===== config.mk =====
export PLATFORM = sky130hd
export DESIGN_NAME = triad_decode_array
export DESIGN_NICKNAME = d
export VERILOG_FILES = /design/src/rtl/triad_pkg.sv /design/src/rtl/triad_decode_ch.sv /design/src/rtl/triad_decode_array.sv
export SDC_FILE = /design/constraint.sdc
export NUM_CORES = 1
export LEC_CHECK = 0
export BUFFER_PORTS_ARGS = -buffer_cell sky130_fd_sc_hd__buf_2
export CORE_UTILIZATION = 60
export CTS_BUF_LIST = sky130_fd_sc_hd__clkbuf_8
export CTS_CLUSTER_DIAMETER = 150
export DETAILED_ROUTE_END_ITERATION = 8
export PLACE_DENSITY = 0.81
export SYNTH_ARGS = -nofsm -noshare
export SYNTH_HDL_FRONTEND = slang
export SYNTH_HIERARCHICAL = 1
export SYNTH_SLANG_ARGS = --single-unit

===== constraint.sdc =====
create_clock -name clock -period 1.9 [get_ports clock]
set_input_delay 0.19 -clock clock [delete_from_list [all_inputs] [get_ports clock]]
set_output_delay 0.19 -clock clock [all_outputs]
set_load 0.02 [all_outputs]

===== src/rtl/triad_pkg.sv =====
// Shared types and helpers for the triad decoder: decoder FSM states,
// half-strips per triad, and the one-hot half-strip encoder.
package triad_pkg;

  typedef enum logic [1:0] {
    IDLE  = 2'd0,
    BIT_A = 2'd1,
    BIT_B = 2'd2
  } triad_state_t;

  localparam int HS_PER_TRIAD = 4;

  function automatic logic [HS_PER_TRIAD-1:0] hs_onehot(input logic a, input logic b);
    logic [HS_PER_TRIAD-1:0] v;
    v        = '0;
    v[{a, b}] = 1'b1;
    return v;
  endfunction

endpackage


===== src/rtl/triad_decode_ch.sv =====
// One triad channel: start/strip/half-strip deserialiser, hit hold stage and
// skip pulse. Optional saturating skip counter under TRIAD_SKIP_CNT_EN.
module triad_decode_ch
  import triad_pkg::*;
#(
  parameter int PERSIST_W = 4
`ifdef TRIAD_SKIP_CNT_EN
  , parameter int CNT_W   = 8
`endif
) (
  input  logic                    clk_i,
  input  logic                    rst_i,
  input  logic [PERSIST_W-1:0]    persist_i,
  input  logic                    persist1_i,
  input  logic                    triad_i,
  output logic [HS_PER_TRIAD-1:0] h_strip_o,
  output logic                    triad_skip_o
`ifdef TRIAD_SKIP_CNT_EN
  , output logic [CNT_W-1:0]      skip_cnt_o
`endif
);

  localparam int HOLD_W = PERSIST_W + 1;

  triad_state_t             state_q, state_d;
  logic                     a_q, a_d;
  logic [HOLD_W-1:0]        hold_q, hold_d;
  logic [HS_PER_TRIAD-1:0]  hs_q, hs_d;
  logic                     skip_q, skip_d;
  logic                     complete;
  logic [HOLD_W-1:0]        len;

  // NOTE: every signal written here gets a default first, so no path leaves
  // it unassigned and no latch is inferred.
  always_comb begin
    state_d  = state_q;
    a_d      = a_q;
    complete = 1'b0;
    unique case (state_q)
      IDLE:    if (triad_i) state_d = BIT_A;
      BIT_A: begin
        a_d     = triad_i;
        state_d = BIT_B;
      end
      BIT_B: begin
        complete = 1'b1;
        state_d  = IDLE;
      end
      default: state_d = IDLE;
    endcase
  end

  always_comb begin
    if (persist1_i || (persist_i == '0)) len = HOLD_W'(1);
    else                                 len = HOLD_W'(persist_i);
  end

  // A triad finishing in the last hold cycle replaces the hit with no gap;
  // a dropped triad still lets the running hold count down.
  always_comb begin
    hs_d   = hs_q;
    hold_d = hold_q;
    skip_d = 1'b0;
    if (complete && (hold_q <= HOLD_W'(1))) begin
      hs_d   = hs_onehot(a_q, triad_i);
      hold_d = len;
    end else begin
      skip_d = complete;
      if (hold_q != '0) begin
        hold_d = hold_q - 1'b1;
        if (hold_q == HOLD_W'(1)) hs_d = '0;
      end
    end
  end

  // NOTE: sequential state uses non-blocking assignments so every register
  // samples the pre-edge values regardless of statement order.
  always_ff @(posedge clk_i) begin
    if (rst_i) begin
      state_q <= IDLE;
      a_q     <= 1'b0;
      hold_q  <= '0;
      hs_q    <= '0;
      skip_q  <= 1'b0;
    end else begin
      state_q <= state_d;
      a_q     <= a_d;
      hold_q  <= hold_d;
      hs_q    <= hs_d;
      skip_q  <= skip_d;
    end
  end

  assign h_strip_o    = hs_q;
  assign triad_skip_o = skip_q;

`ifdef TRIAD_SKIP_CNT_EN
  logic [CNT_W-1:0] cnt_q, cnt_d;

  always_comb begin
    cnt_d = cnt_q;
    if (skip_d && (cnt_q != '1)) cnt_d = cnt_q + 1'b1;
  end

  always_ff @(posedge clk_i) begin
    if (rst_i) cnt_q <= '0;
    else       cnt_q <= cnt_d;
  end

  assign skip_cnt_o = cnt_q;
`endif

endmodule


===== src/rtl/triad_decode_array.sv =====
// NCH independent triad decoders with shared persistence controls.
// Define TRIAD_SKIP_CNT_EN to add per-channel saturating skip counters.
module triad_decode_array
  import triad_pkg::*;
#(
  parameter int NCH       = 6,
  parameter int PERSIST_W = 4,
  parameter int CNT_W     = 8
) (
  input  logic                        clock,
  input  logic                        reset,
  input  logic [PERSIST_W-1:0]        persist,
  input  logic                        persist1,
  input  logic [NCH-1:0]              ch_en,
  input  logic [NCH-1:0]              triad,
  output logic [HS_PER_TRIAD*NCH-1:0] h_strip,
  output logic [NCH-1:0]              triad_skip
`ifdef TRIAD_SKIP_CNT_EN
  , output logic [CNT_W*NCH-1:0]      skip_cnt
`endif
);

  if ((PERSIST_W < 1) || (CNT_W < 1)) begin : g_bad_param
    $error("triad_decode_array: PERSIST_W and CNT_W must be at least 1");
  end

  for (genvar n = 0; n < NCH; n++) begin : g_ch
    // A disabled channel sits in the same state as a reset one.
    logic ch_rst;
    assign ch_rst = reset | ~ch_en[n];

    triad_decode_ch #(
      .PERSIST_W (PERSIST_W)
`ifdef TRIAD_SKIP_CNT_EN
      , .CNT_W   (CNT_W)
`endif
    ) u_ch (
      .clk_i        (clock),
      .rst_i        (ch_rst),
      .persist_i    (persist),
      .persist1_i   (persist1),
      .triad_i      (triad[n]),
      .h_strip_o    (h_strip[HS_PER_TRIAD*n +: HS_PER_TRIAD]),
      .triad_skip_o (triad_skip[n])
`ifdef TRIAD_SKIP_CNT_EN
      , .skip_cnt_o (skip_cnt[CNT_W*n +: CNT_W])
`endif
    );
  end

endmodule


### Word level (Yosys, flattened, before mapping)

Index checks and enable logic that the tools add are counted.

* register bits: 78
* output and inout bits: 30

* add/sub/neg operators: 6
* magnitude comparators: 18
* equality and inequality tests: 24
* mux-type cells: 61
* bitwise operators: 12
* reduce and logical (&&, ||, !) cells: 50

Operators by type and width (count)
* $mux W4: 19
* $mux W5: 12
* $eq A5 B1 Y1 const B: 6
* $le A5 B1 Y1 const B: 6
* $reduce_bool A5 Y1: 6
* $sub A5 B1 Y5 const B: 6
* $pmux W2 S2: 6
* $reduce_bool A2 Y1: 12
* $lt A2 B3 Y1 const B: 6
* $demux W1 S2: 6
* $eq A2 B1 Y1 const B: 6
* $eq A2 B2 Y1 const B: 6
* $ge A2 B1 Y1 const B: 6
* $logic_and A1 B1 Y1: 12
* $logic_not A2 Y1: 6
* $mux W1: 12
* $mux W2: 6
* $ne A2 B2 Y1 const B: 6
* $reduce_and A2 Y1: 6
* $reduce_or A2 Y1: 6
* $not A1 Y1: 6
* $or A1 B1 Y1: 6
* $logic_not A4 Y1: 1
* $logic_or A1 B1 Y1: 1

### Depth between registers and ports, before layout

* depth in word-level cells: 5
* depth in mapped cells: 7

### By module

Netlist, hierarchy kept.

Modules (own cells, without submodules)
* triad_decode_ch: times used 6, cells an instance 71, area each 654.4 um2
* triad_decode_array: times used 1, cells an instance 6, area each 37.5 um2

### Least setup slack after synthesis

No wires, ideal clock.

* path type: reg2reg
* from: reg g_ch[0].u_ch.hold_q[0]
* to: reg g_ch[0].u_ch.hold_q[1]
* setup time: 0.070 ns
* arrival time: 1.537 ns
* path slack: 0.293 ns
* stages on the path, launching flop included: 6
* buffers on the path: 0
* clock period less this slack: 1.607 ns
* cell sequence: dfxtp_1 > inv_1 > ha_1 > or4b_4 > a211o_1 > a21oi_1

* longest elaborated chain between the ends: 3

Ends and longest elaborated chain
* start, declared: RTL line triad_decode_ch.sv:27 `logic [HOLD_W-1:0] hold_q, hold_d;`
* start signal, assigned: RTL line triad_decode_ch.sv:88 `hold_q <= hold_d;`
* $sub A5 B1 Y5 or $le A5 B1 Y1 (tied branches): RTL line triad_decode_ch.sv:70, triad_decode_ch.sv:64
* $mux W5 or $logic_and A1 B1 Y1 (tied branches): RTL line triad_decode_ch.sv:69, triad_decode_ch.sv:64
* $mux W5 or $reduce_bool A2 Y1 (tied branches)

Several ways; a longest one is shown, not always the timed one. The select of a mux whose other input is x is not followed.
A chain may end at the register's enable or synchronous reset.

### Worst setup path after layout

* from: reg g_ch[3].u_ch.hold_q[1]
* to: reg g_ch[3].u_ch.hold_q[0]

* longest elaborated chain between the ends: 3

Ends and longest elaborated chain
* start, declared: RTL line triad_decode_ch.sv:27
* start signal, assigned: RTL line triad_decode_ch.sv:88
* $le A5 B1 Y1: RTL line triad_decode_ch.sv:64 `if (complete && (hold_q <= HOLD_W'(1))) begin`
* $logic_and A1 B1 Y1: RTL line triad_decode_ch.sv:64
* $mux W5 or $reduce_bool A2 Y1 (tied branches)

Several ways; a longest one is shown, not always the timed one.

==> run metrics <==
cell accounting for the most synthesized area=dfxtp_1; initial cell density of the core=62.4%; clock tree buffer depth=2; die area=6940 um^2; I/O pin total=49; period utilization=94.2%; reg2reg start=g_ch[3].u_ch/hold_q[1]$_SDFFE_PP0P_; crit path kind=flip-flop to flip-flop; r2r worst-path depth=6; run status=finished, final reports clean; Hold Crit Class=primary input to flip-flop; GRT Total Usage=23.3%; EDFF count, synth=0; flops & latches, synth=78; Core Box Area=6350 um^2; DR vias=3,239; post-synth cell types=29; crit path time final=1790 ps; Remaining Overflow, GRT=0; Slew Viols, Final=0; cts hold-fix bufs=0; # resized after CTS=0; dominant cells by area after synthesis=dfxtp_1, nand3b_1, a21oi_1; placed insts=546; Worst Tran Pin Value=521 ps; Post-CTS Repair Setup Buffers=0; Setup Skew=7.73 ps; router iterations before antenna repair=5; gpl congestion=0.861; final setup vio count=0; Pwr Total=5.96 mW; vias in the first global route=2,898; Max-slew headroom=65.3%; Clock Tree Root=clkbuf_8; final std cells w/o fill=562; Layout area overhead=12.3%; largest net degree at the start of global routing=25; hold path cells=3; global-route wire length before repair=13,200 um; Syn Area/Cell=9.18 um^2; Clock transition at path regs=80 ps; DR iter-0 viols=128; Worst R2R Setup Slack=110 ps; CTS H-tree lvls=3; Synth top area share=39.4%; Main synth FF type=dfxtp_1; detailed-route DRC error count=0; Peak VDD IR=0.689 mV; Clock Latency Late Sink=350 ps; async set-reset flop share out of synthesis=0%; fin nets=517; syn_nets=469; sequential-to-total area share from yosys stat=39.4%; Hold Startpoint=triad[0]; row count=29; fmax=558 MHz; number of max-cap violations=0; synth warn=6; most common cell after layout, fill and taps aside=dfxtp_1; Critical Path AT=2040 ps; setup_tns=0 ps; Final Hold Vio Count=0; cts bufs inserted=9; crit-path max FO=5; remaining antenna violation count=0; Post-Syn Area=3960 um^2; post-DP HPWL=5400 um; share of cells above drive strength 1=18.8%; Ant. Diodes=0; routed length per instance=14.0 um; area occupied by multi-input gates=2280 um^2; Syn Inst Count=432; clk sinks=78; Register Area=1560 um^2; die height=83.3 um; initial antenna violation count=0; Filler cells=528; most frequent cells in the layout=dfxtp_1, a21oi_1, buf_2, nand3b_1; element type at the critical path start=flip-flop; CTS tree=built; Port Buffers=48; PwrDens=1340 nW/um^2; LEAKAGE=1.75 nW; Worst Path Required=2150 ps; chip width=83.3 um; critical path startpoint=g_ch[3].u_ch/hold_q[1]$_SDFFE_PP0P_; crit path capture type=flip-flop; vias per cell=5.76; WL final=7880 um
==> metal layers <==
layer | track usage (%) | vias up | share of wire [%]
met3 | 4.37 | 10 | 3.8
met2 | 38.8 | 51 | 47
li1 | - | 1679 | -
met4 | 10.7 | 0 | 1.2
met5 | 0 | - | 0
met1 | 29.3 | 1499 | 48
==> synth_stat cells, drive strengths merged, types with 12 or more instances <==
cell type / number
nand3b: 36
inv: 18
nor2: 30
nor4b: 12
nor3: 30
a21oi: 48
a211o: 12
dfxtp: 78
ha: 18
mux2i: 12
nand2b: 18
o21ai: 24
==> worst paths after layout <==
path,to
worst max register to register,g_ch[3].u_ch/hold_q[0]$_SDFFE_PP0P_
worst min-delay path,g_ch[0].u_ch/h_strip_o[3]$_SDFFE_PP0P_
worst min register to register,g_ch[5].u_ch/h_strip_o[0]$_SDFFE_PP0P_
worst max-delay path,g_ch[3].u_ch/hold_q[0]$_SDFFE_PP0P_
==> power breakdown <==
group          internal [mW]  switching, mW
logic                   1.30           1.23
clock network          0.638          0.599
registers               1.85          0.340
==> stage by stage <==
step                setup WS (ps)  hold WS [ps]  utilization (%)  instance area (um^2)
floorplan                     293           334                -                  3960
global placement              178           458             66.8                  4240
detailed placement            146           463             66.8                  4240
CTS                          97.1           116             69.9                  4440
global route                -7.71           117             70.1                  4450
finish                        109           127             70.1                  4450
==> area by class of cell <==
type	count	area share, %
multi-input combinational	324	51.2
clock inverter	6	1.38
inverter	18	1.52
sequential	78	35.1
tap	77	2.16
clock buffer	10	3.09
timing repair buffer	49	5.56
==> worst max-delay path, cell delays in order (launching register included) <==
cell	delay (ps)
dfxtp_1	360
inv_1	150
ha_2	230
or4b_4	500
xnor2_1	150
nor2_1	50
a211oi_1	250
==> state kept, by name, indices dropped and copies added, names as in the netlist <==
signal and count:
g_ch.u_ch/hold_q 30, g_ch.u_ch/triad_skip_o 6, g_ch.u_ch/a_q 6, g_ch.u_ch/h_strip_o 24, g_ch.u_ch/state_q 12
==> cells by family (layout without fill, tap and decap cells) <==
group | Yosys count | count (layout) | synth area share, %
simple gates | 168 | 168 | 28.2
compound gates | 114 | 114 | 17.6
flops | 78 | 78 | 39.4
buf+inv | 30 | 83 | 3.41
fa+ha+maj | 18 | 18 | 5.68
xor+xnor | 12 | 12 | 2.65
mux | 12 | 12 | 3.03
(Power assumes the default switching activity.)
